===== src/rtl/wb_pkg.sv =====
// Shared definitions for the writeback stage: FSM encoding, load timeout,
// link offset and byte-lane numbering for big-endian load alignment.
package wb_pkg;

    typedef enum logic [1:0] {
        ST_IDLE     = 2'd0,
        ST_WAIT_MEM = 2'd1,
        ST_WRITE    = 2'd2
    } wb_state_e;

    localparam logic [7:0]  WB_MEM_TIMEOUT = 8'd255;
    localparam logic [31:0] LINK_OFFSET    = 32'd8;
    localparam logic [4:0]  LINK_REG       = 5'd31;

    // Lane number is the low address bits; lane 0 is the most significant byte.
    localparam logic [1:0] LANE_0 = 2'd0;
    localparam logic [1:0] LANE_1 = 2'd1;
    localparam logic [1:0] LANE_2 = 2'd2;
    localparam logic [1:0] LANE_3 = 2'd3;

    function automatic logic [7:0] lane_byte(input logic [31:0] word, input logic [1:0] lane);
        logic [7:0] b;
        case (lane)
            LANE_0:  b = word[31:24];
            LANE_1:  b = word[23:16];
            LANE_2:  b = word[15:8];
            default: b = word[7:0];
        endcase
        return b;
    endfunction

endpackage


===== src/rtl/load_align.sv =====
// Combinational load alignment: passes whole words through, or selects one
// big-endian byte lane and zero/sign-extends it.
import wb_pkg::*;

module load_align (
    input  logic [31:0] rdata,
    input  logic [1:0]  lane,
    input  logic        access_size,
    input  logic        sign_x,
    output logic [31:0] data
);

    logic [7:0] byte_sel;

    // Lane select and extension
    always_comb begin
        byte_sel = lane_byte(rdata, lane);
        if (access_size) begin
            data = rdata;
        end else begin
            data = {{24{sign_x & byte_sel[7]}}, byte_sel};
        end
    end

endmodule


===== src/rtl/writeback_stage.sv =====
// Writeback stage: retires one instruction at a time into the register file,
// waiting on memory for loads. Optional macro WB_BYPASS_EN exposes the
// register-file write port combinationally for decode-stage forwarding.
//
// state       | meaning
// ------------+--------------------------------------------------------
// ST_IDLE     | ready for a new instruction (in_ready=1)
// ST_WAIT_MEM | load issued, waiting for mem_rvalid or timeout
// ST_WRITE    | one cycle in which the registered rf_we is presented
import wb_pkg::*;

module writeback_stage (
    input  logic        clk,
    input  logic        rst,
    input  logic        in_valid,
    output logic        in_ready,
    input  logic [31:0] pc,
    input  logic [31:0] alu_result,
    input  logic        rwd,
    input  logic        link,
    input  logic        rwe,
    input  logic [4:0]  dest_addr,
    input  logic        access_size,
    input  logic        sign_x,
    input  logic        mem_rvalid,
    input  logic [31:0] mem_rdata,
    output logic        rf_we,
    output logic [4:0]  rf_addr,
    output logic [31:0] rf_data,
    output logic        err_align,
    output logic        err_timeout,
    output logic        busy,
    output logic        byp_valid,
    output logic [4:0]  byp_addr,
    output logic [31:0] byp_data
);

    wb_state_e   state, state_nxt;
    logic [7:0]  cnt, cnt_nxt;
    logic        capture;
    logic        we_nxt, align_nxt, timeout_nxt;
    logic [4:0]  addr_nxt;
    logic [31:0] data_nxt;

    logic [4:0]  cap_addr;
    logic [31:0] cap_link_data;
    logic [1:0]  cap_lane;
    logic        cap_link, cap_rwe, cap_size, cap_sx;

    logic [4:0]  in_wr_addr;
    logic [31:0] in_link_data;
    logic [31:0] load_data;

    assign in_wr_addr   = link ? LINK_REG : dest_addr;
    assign in_link_data = pc + LINK_OFFSET;
    assign in_ready     = (state == ST_IDLE);
    assign busy         = (state != ST_IDLE);

    load_align u_load_align (
        .rdata       (mem_rdata),
        .lane        (cap_lane),
        .access_size (cap_size),
        .sign_x      (cap_sx),
        .data        (load_data)
    );

    // State and wait counter register
    always_ff @(posedge clk) begin
        if (rst) begin
            state <= ST_IDLE;
            cnt   <= 8'd0;
        end else begin
            state <= state_nxt;
            cnt   <= cnt_nxt;
        end
    end

    // Next state and next register-file/error outputs; rf_we is set on the
    // edge entering ST_WRITE so it is high for exactly that cycle
    always_comb begin
        state_nxt   = state;
        cnt_nxt     = cnt;
        capture     = 1'b0;
        we_nxt      = 1'b0;
        addr_nxt    = rf_addr;
        data_nxt    = rf_data;
        align_nxt   = 1'b0;
        timeout_nxt = 1'b0;
        case (state)
            ST_IDLE: begin
                if (in_valid) begin
                    capture = 1'b1;
                    cnt_nxt = 8'd0;
                    if (rwd) begin
                        state_nxt = ST_WAIT_MEM;
                    end else begin
                        state_nxt = ST_WRITE;
                        we_nxt    = rwe && (in_wr_addr != 5'd0);
                        if (we_nxt) begin
                            addr_nxt = in_wr_addr;
                            data_nxt = link ? in_link_data : alu_result;
                        end
                    end
                end
            end
            ST_WAIT_MEM: begin
                if (mem_rvalid) begin
                    if (cap_size && (cap_lane != 2'd0)) begin
                        state_nxt = ST_IDLE;
                        align_nxt = 1'b1;
                    end else begin
                        state_nxt = ST_WRITE;
                        we_nxt    = cap_rwe && (cap_addr != 5'd0);
                        if (we_nxt) begin
                            addr_nxt = cap_addr;
                            data_nxt = cap_link ? cap_link_data : load_data;
                        end
                    end
                end else if (cnt == WB_MEM_TIMEOUT) begin
                    state_nxt   = ST_IDLE;
                    timeout_nxt = 1'b1;
                end else begin
                    cnt_nxt = cnt + 8'd1;
                end
            end
            ST_WRITE: begin
                state_nxt = ST_IDLE;
            end
            default: begin
                state_nxt = ST_IDLE;
            end
        endcase
    end

    // Output registers and captured instruction fields
    always_ff @(posedge clk) begin
        if (rst) begin
            rf_we         <= 1'b0;
            rf_addr       <= 5'd0;
            rf_data       <= 32'd0;
            err_align     <= 1'b0;
            err_timeout   <= 1'b0;
            cap_addr      <= 5'd0;
            cap_link_data <= 32'd0;
            cap_lane      <= 2'd0;
            cap_link      <= 1'b0;
            cap_rwe       <= 1'b0;
            cap_size      <= 1'b0;
            cap_sx        <= 1'b0;
        end else begin
            rf_we       <= we_nxt;
            rf_addr     <= addr_nxt;
            rf_data     <= data_nxt;
            err_align   <= align_nxt;
            err_timeout <= timeout_nxt;
            if (capture) begin
                cap_addr      <= in_wr_addr;
                cap_link_data <= in_link_data;
                cap_lane      <= alu_result[1:0];
                cap_link      <= link;
                cap_rwe       <= rwe;
                cap_size      <= access_size;
                cap_sx        <= sign_x;
            end
        end
    end

`ifdef WB_BYPASS_EN
    assign byp_valid = rf_we;
    assign byp_addr  = rf_addr;
    assign byp_data  = rf_data;
`else
    assign byp_valid = 1'b0;
    assign byp_addr  = 5'd0;
    assign byp_data  = 32'd0;
`endif

endmodule


===== config.mk =====
export PLATFORM = sky130hd
export DESIGN_NAME = writeback_stage
export DESIGN_NICKNAME = d
export VERILOG_FILES = /design/src/rtl/wb_pkg.sv /design/src/rtl/load_align.sv /design/src/rtl/writeback_stage.sv
export SDC_FILE = /design/constraint.sdc
export NUM_CORES = 1
export LEC_CHECK = 0
export BUFFER_PORTS_ARGS = -buffer_cell sky130_fd_sc_hd__buf_2
export CORE_ASPECT_RATIO = 1.5
export CORE_MARGIN = 4
export CORE_UTILIZATION = 46
export DETAILED_ROUTE_END_ITERATION = 7
export GPL_ROUTABILITY_DRIVEN = 0
export PLACE_DENSITY = 0.75
export SLEW_MARGIN = 10
export SYNTH_ARGS = -nofsm -noshare
export SYNTH_HDL_FRONTEND = slang
export SYNTH_SLANG_ARGS = --single-unit

===== constraint.sdc =====
create_clock -name clk -period 2 [get_ports clk]
set_clock_uncertainty 0.2 [all_clocks]
set_input_delay 0.1 -clock clk [delete_from_list [all_inputs] [get_ports clk]]
set_output_delay 0.1 -clock clk [all_outputs]
set_load 0.02 [all_outputs]

==> impl_metrics.py, run 1 <==
metrics = {
    "run_status": {
        "run_status": "finished, violations left",
        "violations": "setup timing",
    },
    "synth": {
        "seq_area_frac_synth_pct": 33.3,
        "synth_top_area_cell": "dfxtp_1",
        "synth_area_per_cell_um2": 7.54,
        "synthTopCellsByCount": "dfxtp_1 (93), nand2_1 (88), nor2_1 (87)",
        "yosysTopAreaCellShare_pct": 33.3,
        "ys_ff_latch": 93,
        "ys.warnings.count": 0,
        "synth_edf_count": 0,
        "yosysUniqueCellTypes": 58,
        "synth.most_common_cell": "dfxtp_1",
        "synthArstFlopShare_pct": 0,
        "synth_cells": 741,
        "netlist_area_um2": 5590,
        "synth_flop_cell": "dfxtp_1",
        "ys_top_cells_by_area": "dfxtp_1 (33%), nand2_1 (5.9%), nor2_1 (5.8%)",
    },
    "floorplan": {
        "fp.dieArea_um2": 14000,
        "std_cell_rows": 49,
        "core_area_um2": 12000,
        "die_w_um": 98.0,
        "ioPinCount": 190,
        "fp.dieH_um": 143,
        "start_util_pct": 46.7,
    },
    "final_layout": {
        "final_core_util_pct": 67.0,
        "syn_to_final_growth_pct": 43.4,
        "nets": 1080,
        "antenna_cells": 0,
        "drive_gt1_share_pct": 33.0,
        "fill_cells": 990,
    },
    "pwr": {
        "powerDensity_nw_per_um2": 655,
        "p_seq_share_pct": 39.7,
        "irDropWorstVdd_mv": 0.510,
        "p_clk_share_pct": 31.5,
        "p_leak_nw": 3.29,
        "intPower_w": 0.00357,
        "p_switching_w": 0.00168,
        "switching_share_pct": 32.0,
        "power_frac_comb_pct": 28.8,
    },
    "sta": {
        "finalCriticalPeriod_ns": 2.10,
        "fmax_mhz": 475,
        "tightest_slew_ns": 0.651,
        "setup_viol": 34,
        "timing_hold_violations_final": 0,
        "grt_setup_unrepaired": "yes",
        "maxSlewViolCount": 0,
        "relSlewSlack_pct": 56.6,
        "fin_crit_sh_pct": 105,
        "worst_slack_ns": -0.105,
    },
    "critical_path": {
        "crit_required_ns": 2.05,
        "setup.worst_path.end_class": "flop",
        "cp-start-kind": "flop",
        "path_class": "flop to flop",
        "arrival_ns": 2.16,
        "worstPathMaxFanout": 10,
    },
    "global_route": {
        "grt.total_usage_pct": 26.6,
        "grt_pass1_wl_mm": 30.0,
        "grt_max_degree": 58,
        "overflow": 0,
        "antenna_found_initial": 0,
        "grt_pass1_vias": 6087,
    },
    "detailed_routing": {
        "drt-wirelength-per-cell_um": 18.2,
        "first_iter_violations": 538,
        "drc": 0,
        "first_pass_iters": 7,
        "vias_per_cell": 5.80,
        "wl_mm": 20.5,
        "vias": 6529,
        "drtAntennaViolNets": 0,
    },
    "worst_hold_path": {
        "worstHoldPathType": "primary input to flop",
    },
    "place": {
        "preCtsSetupSlack_ns": -0.171,
        "io_buffer_count": 151,
        "dp_hpwl_mm": 14.1,
    },
    "clocking": {
        "cts_num_sinks": 93,
        "cts_buffer_depth": 2,
        "cts_buffers": 9,
        "htreeDepth": 3,
        "clk_latency_ns": 0.35,
        "cts_tree": "done",
        "cts_root_buf": "clkbuf_16",
        "clkSlewWorstSetupHoldPaths_ns": 0.07,
    },
    "job": {
        "drv_cap": 0,
    },
}
cell type report:
type	count	area [um2]	area share, %
clock inverter	1	5.00	0.0624
multi-input combinational	559	3560	44.5
sequential	93	1870	23.3
timing repair buffer	275	2000	24.9
clock buffer	14	274	3.42
tap	153	191	2.39
inverter	30	115	1.44
final timing paths:
path / start / to / slack [ns] / cells after the start
setup / recovery: cap_lane[0] / rf_data[22] / -0.10 / 8
setup reg to reg: cap_lane[0] / rf_data[22] / -0.10 / 8
hold reg to reg: cap_link_data[0] / cap_link_data[0] / 0.25 / 2
hold / removal: mem_rdata[30] / rf_data[30] / 0.006 / 4
metrics by stage:
| step | TNS [ns] | cell area, um2 | hold WS [ns] | power (W) | std cells |
|---|---|---|---|---|---|
| 3_3_place_gp | -1.35 | 6810 | 0.155 | 0.00335 | 1057 |
| 5_1_grt | -4.22 | 8020 | 0.0230 | 0.00546 | 1125 |
| 6_report | -1.51 | 8020 | 0.00593 | 0.00525 | 1125 |
| 3_5_place_dp | -3.06 | 6810 | 0.164 | 0.00336 | 1057 |
| 2_1_floorplan | 0 | 5780 | -0.0231 | 0.00291 | 778 |
| 4_1_cts | -0.345 | 7600 | 0.00380 | 0.00510 | 1115 |
critical path, cell delays in order (launching register included):
cell	delay (ns)
dfxtp_2	0.34
buf_4	0.16
o21ai_2	0.15
nand4_1	0.18
o22ai_4	0.23
o21a_4	0.29
buf_12	0.17
nor2_1	0.04
a311oi_1	0.25
sequential cells by signal, summed over array words and instances, names as in the netlist, 2 cells and up:
register       count
cap_lane           2
rf_addr            5
state              2
cnt                8
cap_link_data     32
cap_addr           5
rf_data           32
power groups by stage:
stage / Clock (W) / Sequential (W) / Combinational [W]
3_5_place_dp: 0 / 0.00211 / 0.00125
2_1_floorplan: 0 / 0.00218 / 0.000739
6_report: 0.00166 / 0.00208 / 0.00151
5_1_grt: 0.00174 / 0.00210 / 0.00162
3_3_place_gp: 0 / 0.00211 / 0.00123
4_1_cts: 0.00166 / 0.00208 / 0.00136
kinds of logic (layout without fill, tap and decap cells):
| logic type | count (synthesis) | after routing | share of synthesized area [%] |
|---|---|---|---|
| buf+inv | 127 | 320 | 11.7 |
| flops | 93 | 93 | 33.3 |
| mux | 14 | 14 | 2.69 |
| simple gates | 274 | 274 | 22.6 |
| compound gates | 199 | 200 | 24.3 |
| fa+ha+maj | 2 | 2 | 0.448 |
| other cells | 1 | 38 | 0.0671 |
| xor+xnor | 31 | 31 | 4.86 |
repair_timing:
item,CTS,global route
hold buffers,40,0
setup buffers,2,8
endpoints found under the setup margin,37,50
endpoints found under the hold margin,43,0
resized for setup,17,65
pin swaps,7,35
gates cloned,1,4
layout by cell type (no fill, tap or decap), types with 24 or more instances in the layout:
| master | synthesis | layout |
|---|---|---|
| nor2_1 | 87 | 83 |
| dlygate4sd3_1 | 0 | 40 |
| nand2_1 | 88 | 88 |
| buf_4 | 43 | 65 |
| a211oi_1 | 39 | 37 |
| inv_1 | 29 | 28 |
| dfxtp_1 | 93 | 89 |
| o21ai_0 | 29 | 25 |
| a21oi_1 | 52 | 48 |
| nor3_1 | 33 | 24 |
| conb_1 | 1 | 38 |
| buf_2 | 6 | 150 |
routing by layer:
metal	track usage [%]	wire, um
met1	30.7	7290
met2	45.4	10300
met3	5.38	1800
met4	16.0	1060
met5	0	0
No activity file was read; power rests on OpenSTA's default activity.
==> inputs of run 2 (changes only) <==
==> constraint.sdc (replaced) <==
create_clock -name clk -period 2 [get_ports clk]
set_clock_uncertainty 0.2 [all_clocks]
set_input_delay 0.2 -clock clk [delete_from_list [all_inputs] [get_ports clk]]
set_output_delay 0.2 -clock clk [all_outputs]
set_load 0.02 [all_outputs]
==> impl_metrics.py, run 2 (synthesized netlist as in run 1, its figures left out) <==
metrics = {
    "run_status": {
        "run_status": "finished, violations left",
        "violations": "setup timing",
    },
    "final_layout": {
        "fill_cells": 1001,
        "syn_to_final_growth_pct": 41.0,
        "nets": 1067,
        "reg_top3": "cap_link_data x32, rf_data x32, cnt x8",
        "drive_gt1_share_pct": 35.2,
        "antenna_cells": 0,
        "final_cell_count_no_fill": 1112,
        "final_cell_mix": "buf_2 (152), nand2_1 (88), dfxtp_1 (87), buf_4 (80), nor2_1 (79)",
        "layout_commonest_cell": "buf_2",
    },
    "pwr": {
        "powerDensity_nw_per_um2": 701,
        "intPower_w": 0.00382,
        "power_frac_comb_pct": 27.0,
        "p_leak_nw": 3.28,
        "p_seq_share_pct": 37.7,
        "irDropWorstVdd_mv": 0.491,
        "switching_share_pct": 30.8,
        "p_switching_w": 0.00170,
        "p_clk_share_pct": 35.3,
    },
    "sta": {
        "tns_ns": -1.27,
        "finalCriticalPeriod_ns": 2.12,
        "setup_viol": 25,
        "worst_slack_ns": -0.121,
        "tightest_slew_ns": 0.548,
        "relSlewSlack_pct": 63.2,
        "maxSlewViolCount": 0,
        "fmax_mhz": 471,
        "fin_crit_sh_pct": 106,
        "grt_setup_unrepaired": "yes",
        "timing_hold_violations_final": 0,
    },
    "detailed_routing": {
        "dr_wl_met2_mm": 10.1,
        "drc": 0,
        "met3_length_mm": 1.76,
        "vias": 6505,
        "wl_met1_mm": 7.57,
        "first_iter_violations": 558,
        "vias_per_cell": 5.85,
        "top_layer": "met4",
        "first_pass_iters": 5,
        "drt-wirelength-per-cell_um": 18.6,
        "drtAntennaViolNets": 0,
        "wl_mm": 20.7,
    },
    "critical_path": {
        "r2r_start": "cap_lane[0]",
        "setup.worst_path.end_class": "flop",
        "cp-start-kind": "flop",
        "path_class": "flop to flop",
        "crit_end": "rf_data[11]",
        "worstPathMaxFanout": 7,
        "worstRegToRegCells": 6,
        "crit_required_ns": 2.03,
        "rr_endpoint": "rf_data[11]",
        "arrival_ns": 2.15,
        "regToRegSetupSlack_ns": -0.12,
        "critPathLaunch": "cap_lane[0]",
    },
    "floorplan": {
        "die_w_um": 98.0,
        "start_util_pct": 46.7,
        "ioPinCount": 190,
        "fp.dieH_um": 143,
        "fp.dieArea_um2": 14000,
        "core_area_um2": 12000,
        "std_cell_rows": 49,
    },
    "global_route": {
        "grt.total_usage_pct": 27.0,
        "grt_pass1_vias": 6125,
        "grt_pass1_wl_mm": 30.3,
        "overflow": 0,
        "grt_max_degree": 43,
        "antenna_found_initial": 0,
    },
    "clocking": {
        "cts_buffer_depth": 2,
        "cts_tree": "done",
        "cts_num_sinks": 93,
        "cts_buffers": 9,
        "clkSlewWorstSetupHoldPaths_ns": 0.07,
        "clk_latency_ns": 0.35,
        "cts_root_buf": "clkbuf_16",
        "htreeDepth": 3,
    },
    "worst_hold_path": {
        "worstHoldPathType": "primary input to flop",
    },
    "place": {
        "io_buffer_count": 151,
        "dp_hpwl_mm": 14.3,
        "dp_cells": 1077,
    },
    "job": {
        "drv_cap": 0,
    },
}
## run 2: cell count changes in the layout (fill, tap and decap cells not counted), sizes merged
cell / delta
dlygate4sd3: -28
buf: +16
clkbuf: -4
bufinv: +3
clkinv: +1
o21ai: -1
## run 2: power by group through the flow
stage / Clock [W] / Combinational, W / Sequential (W)
global placement: 0 / 0.00126 / 0.00211
floorplan: 0 / 0.000740 / 0.00218
global route: 0.00203 / 0.00160 / 0.00210
detailed placement: 0 / 0.00127 / 0.00211
finish: 0.00195 / 0.00149 / 0.00208
CTS: 0.00197 / 0.00133 / 0.00207
## run 2: worst max-delay path, stage by stage (launching register included)
cell      delay (ns)
dfxtp_4         0.38
mux2_4          0.32
a311oi_4        0.45
buf_2           0.29
a221oi_1        0.09
nor3_1          0.20
nor3_1          0.07
## run 2: final cells by class
type                            instances  area [um2]  share of cell area (%)
Multi-Input combinational cell        558        3550                    45.1
Sequential cell                        93        1870                    23.8
Timing Repair Buffer                  263        1820                    23.1
Clock buffer                           10         229                    2.91
Tap cell                              153         191                    2.43
Inverter                               30         115                    1.46
Clock inverter                          5         100                    1.27
## run 2: what timing repair did
item | CTS | global route
resized for setup | 19 | 64
hold endpoints to repair | 13 | 0
cloned | 1 | 5
setup endpoints to repair | 37 | 44
setup buffers | 0 | 3
pin swaps | 5 | 25
hold buffers | 12 | 0
## run 2: layer usage
| layer | global-route usage (%) | vias up |
|---|---|---|
| li1 | - | 3011 |
| met1 | 31.5 | 2985 |
| met2 | 45.6 | 407 |
| met3 | 4.99 | 102 |
| met4 | 17.0 | 0 |
| met5 | 0 | - |
## run 2: worst min path at each step
stage                     startpoint  cells past startpoint                 to  slack [ns]
after detailed placement  rf_addr[0]                      2         rf_addr[0]        0.25
after global placement    rf_addr[0]                      2         rf_addr[0]        0.24
after global routing          pc[18]                      3  cap_link_data[18]        0.03
after CTS                        rst                      2             cnt[0]       0.004
final                         pc[18]                      3  cap_link_data[18]       0.006
after floorplan           mem_rvalid                      1        err_timeout        0.08
## run 2: per-stage QoR
| stage | hold WS (ns) | util [%] | power [W] | instance area (um2) | setup WS [ns] |
|---|---|---|---|---|---|
| 2_1_floorplan | 0.0769 | - | 0.00292 | 5790 | 0.00988 |
| 3_3_place_gp | 0.240 | 58.1 | 0.00337 | 6940 | -0.151 |
| 3_5_place_dp | 0.247 | 58.1 | 0.00338 | 6940 | -0.246 |
| 4_1_cts | 0.00378 | 62.6 | 0.00537 | 7480 | -0.0445 |
| 5_1_grt | 0.0295 | 65.9 | 0.00572 | 7880 | -0.186 |
| 6_report | 0.00597 | 65.9 | 0.00552 | 7880 | -0.121 |
==> inputs of run 3 (changes only) <==
CORE_UTILIZATION = 47   (was 46)
GPL_TIMING_DRIVEN = 0   (was unset)
PLACE_DENSITY = 0.77   (was 0.75)
SYNTH_HIERARCHICAL = 1   (was unset)
==> impl_metrics.py, run 3 <==
metrics = {
    "detailed_routing": {
        "wl_mm": 26.8,
        "vias": 7483,
        "drtAntennaViolNets": 0,
        "first_iter_violations": 1029,
        "vias_per_cell": 6.29,
        "drt-wirelength-per-cell_um": 22.6,
        "first_pass_iters": 8,
        "drc": 0,
    },
    "critical_path": {
        "cp-start-kind": "flop",
        "cp_top_family": "compound AO/OA/AOI/OAI gates",
        "setup.worst_path.end_class": "flop",
        "crit_required_ns": 2.04,
        "slowest_delay_ns": 0.34,
        "worstPathMaxFanout": 4,
        "path_class": "flop to flop",
        "cp_num_buf_inv": 3,
        "crit_chain": "buf_6, mux2_4, a32oi_4, buf_6, buf_8, nand2_2, mux2i_1, nor2_1, a31oi_1, o21ai_1, o211a_1",
        "worst_path_max_delay_cell": "dfxtp_2",
        "arrival_ns": 2.48,
        "path_common_cell": "buf_6",
        "regToRegSetupSlack_ns": -0.43,
    },
    "clocking": {
        "cts_buffer_depth": 2,
        "clkSlewWorstSetupHoldPaths_ns": 0.07,
        "cts_tree": "done",
        "cts_root_buf": "clkbuf_16",
        "cts_buffers": 9,
        "cts_num_sinks": 93,
        "htreeDepth": 3,
        "clk_latency_ns": 0.35,
    },
    "floorplan": {
        "die_w_um": 101,
        "ioPinCount": 190,
        "std_cell_rows": 50,
        "core_area_um2": 12600,
        "fp.dieArea_um2": 14900,
        "start_util_pct": 48.5,
        "fp.dieH_um": 148,
    },
    "synth": {
        "synth_flop_cell": "dfxtp_1",
        "yosysUniqueCellTypes": 71,
        "synth.most_common_cell": "nand2_1",
        "synth_edf_count": 0,
        "synthArstFlopShare_pct": 0,
        "ys_ff_latch": 93,
        "synth_cells": 782,
        "synthTopCellsByCount": "nand2_1 (99), dfxtp_1 (93), nor2_1 (73)",
        "ys_top_cells_by_area": "dfxtp_1 (31%), nand2_1 (6.1%), a21oi_1 (5.7%)",
        "synth_area_per_cell_um2": 7.80,
        "netlist_area_um2": 6100,
        "synth_top_area_cell": "dfxtp_1",
        "ys.warnings.count": 6,
        "seq_area_frac_synth_pct": 30.5,
        "yosysTopAreaCellShare_pct": 30.5,
    },
    "final_layout": {
        "final_area_um2": 8740,
        "final_cell_mix": "buf_2 (155), dfxtp_1 (86), nand2_1 (76), buf_4 (71), nor2_1 (69)",
        "nets": 1141,
        "drive_gt1_share_pct": 41.5,
        "fill_cells": 946,
        "final_core_util_pct": 69.5,
        "syn_to_final_growth_pct": 43.3,
        "multi_input_area_um2": 4330,
        "final_cell_count_no_fill": 1189,
        "antenna_cells": 0,
        "reg_top3": "cap_link_data x32, rf_data x32, cnt x8",
        "seq_area_um2": 1870,
        "layout_commonest_cell": "buf_2",
    },
    "job": {
        "drv_cap": 0,
    },
    "global_route": {
        "overflow": 0,
        "antenna_found_initial": 0,
        "grt_max_degree": 16,
        "grt_pass1_wl_mm": 36.2,
        "grt.total_usage_pct": 31.8,
        "grt_pass1_vias": 6737,
    },
    "pwr": {
        "powerDensity_nw_per_um2": 669,
        "finalPower_w": 0.00585,
        "irDropWorstVdd_mv": 0.606,
        "p_leak_nw": 3.63,
    },
    "run_status": {
        "violations": "setup timing",
        "run_status": "finished, violations left",
    },
    "sta": {
        "finalCriticalPeriod_ns": 2.43,
        "setup_viol": 40,
        "maxSlewViolCount": 0,
        "worst_slack_ns": -0.433,
        "fin_crit_sh_pct": 122,
        "timing_hold_violations_final": 0,
        "grt_setup_unrepaired": "yes",
        "relSlewSlack_pct": 44.6,
        "tns_ns": -9.94,
        "fmax_mhz": 411,
        "tightest_slew_ns": 0.831,
    },
    "place": {
        "io_buffer_count": 150,
        "dpl_cell_area_um2": 7200,
        "dp_cells": 1125,
        "dp_hpwl_mm": 18.0,
    },
    "worst_hold_path": {
        "worstHoldPathType": "primary input to flop",
    },
}
## run 3: changes by cell type in the layout (fill, tap and decap cells not counted), moves of 11 or more
cell and change:
clkbuf_1 +18, inv_1 -20, nand2_2 +14, a221oi_1 -12, nand2_1 -12, nor3_1 -19
a22oi_1 +11, a21oi_2 +11, a311oi_1 +13, o21ai_1 +13, a211oi_1 -16, clkbuf_2 +11
mux2i_1 +13
## run 3: stage by stage
stage / hold slack, ns / setup WS (ns)
after floorplan: 0.0761 / -0.132
after global placement: 0.242 / -0.746
after detailed placement: 0.247 / -0.789
after CTS: 0.0127 / -0.340
after global routing: 0.0340 / -0.467
final: 0.0198 / -0.433
## run 3: repair_timing
item                                    in CTS  in global routing
resized for setup                           99                125
pin swaps                                   25                 56
endpoints found under the setup margin      88                 56
cloned                                       0                  2
setup buffers                               13                 26
hold endpoints to repair                    14                  0
hold buffers                                13                  0
## run 3: layout make-up
class	count	share of cell area (%)
well taps	156	2.23
clock inverters	6	1.00
inverters	9	0.386
multi-input cells	615	49.6
flip-flops and latches	93	21.4
plain buffers	98	8.37
clock buffers	9	2.58
repair buffers	203	14.5
## run 3: logic make-up (layout without fill, tap and decap cells)
family	Yosys count	after routing	share of synthesized area [%]
flip-flops	93	93	30.5
AND/OR/NAND/NOR	271	271	21.9
AO/OA/AOI/OAI	243	243	26.2
XOR/XNOR	20	20	2.87
buffers and inverters	111	325	11.0
adder cells (fa/ha/maj)	2	2	0.410
other	1	38	0.0615
multiplexers	41	41	7.08
## run 3: worst reg2reg max path, cell delays in order, from the launching register on
cell	delay, ns
dfxtp_2	0.34
buf_6	0.12
mux2_4	0.32
a32oi_4	0.25
buf_6	0.16
buf_8	0.10
nand2_2	0.06
mux2i_1	0.14
nor2_1	0.07
a31oi_1	0.18
o21ai_1	0.15
o211a_1	0.23
## run 3: metal layers
layer	up-vias	routed length, um	track usage [%]
li1	3277	-	-
met1	3392	8990	37.7
met2	632	12500	51.7
met3	182	3140	5.38
met4	0	2190	21.2
met5	-	0	0
## run 3: final timing paths
path,endpoint,cells after the start,from
worst min register to register,cap_link_data[0],2,cap_link_data[0]
worst min-delay path,cap_addr[4],3,dest_addr[4]
worst max register to register,rf_data[11],11,cap_lane[0]
worst max-delay path,rf_data[11],11,cap_lane[0]
## run 3: power breakdown
| part | leakage, nW | internal, W | switching (W) | total (W) |
|---|---|---|---|---|
| clock network | 0.156 | 0.00109 | 0.000779 | 0.00187 |
| logic | 2.71 | 0.000749 | 0.00113 | 0.00188 |
| registers | 0.767 | 0.00199 | 0.000110 | 0.00210 |
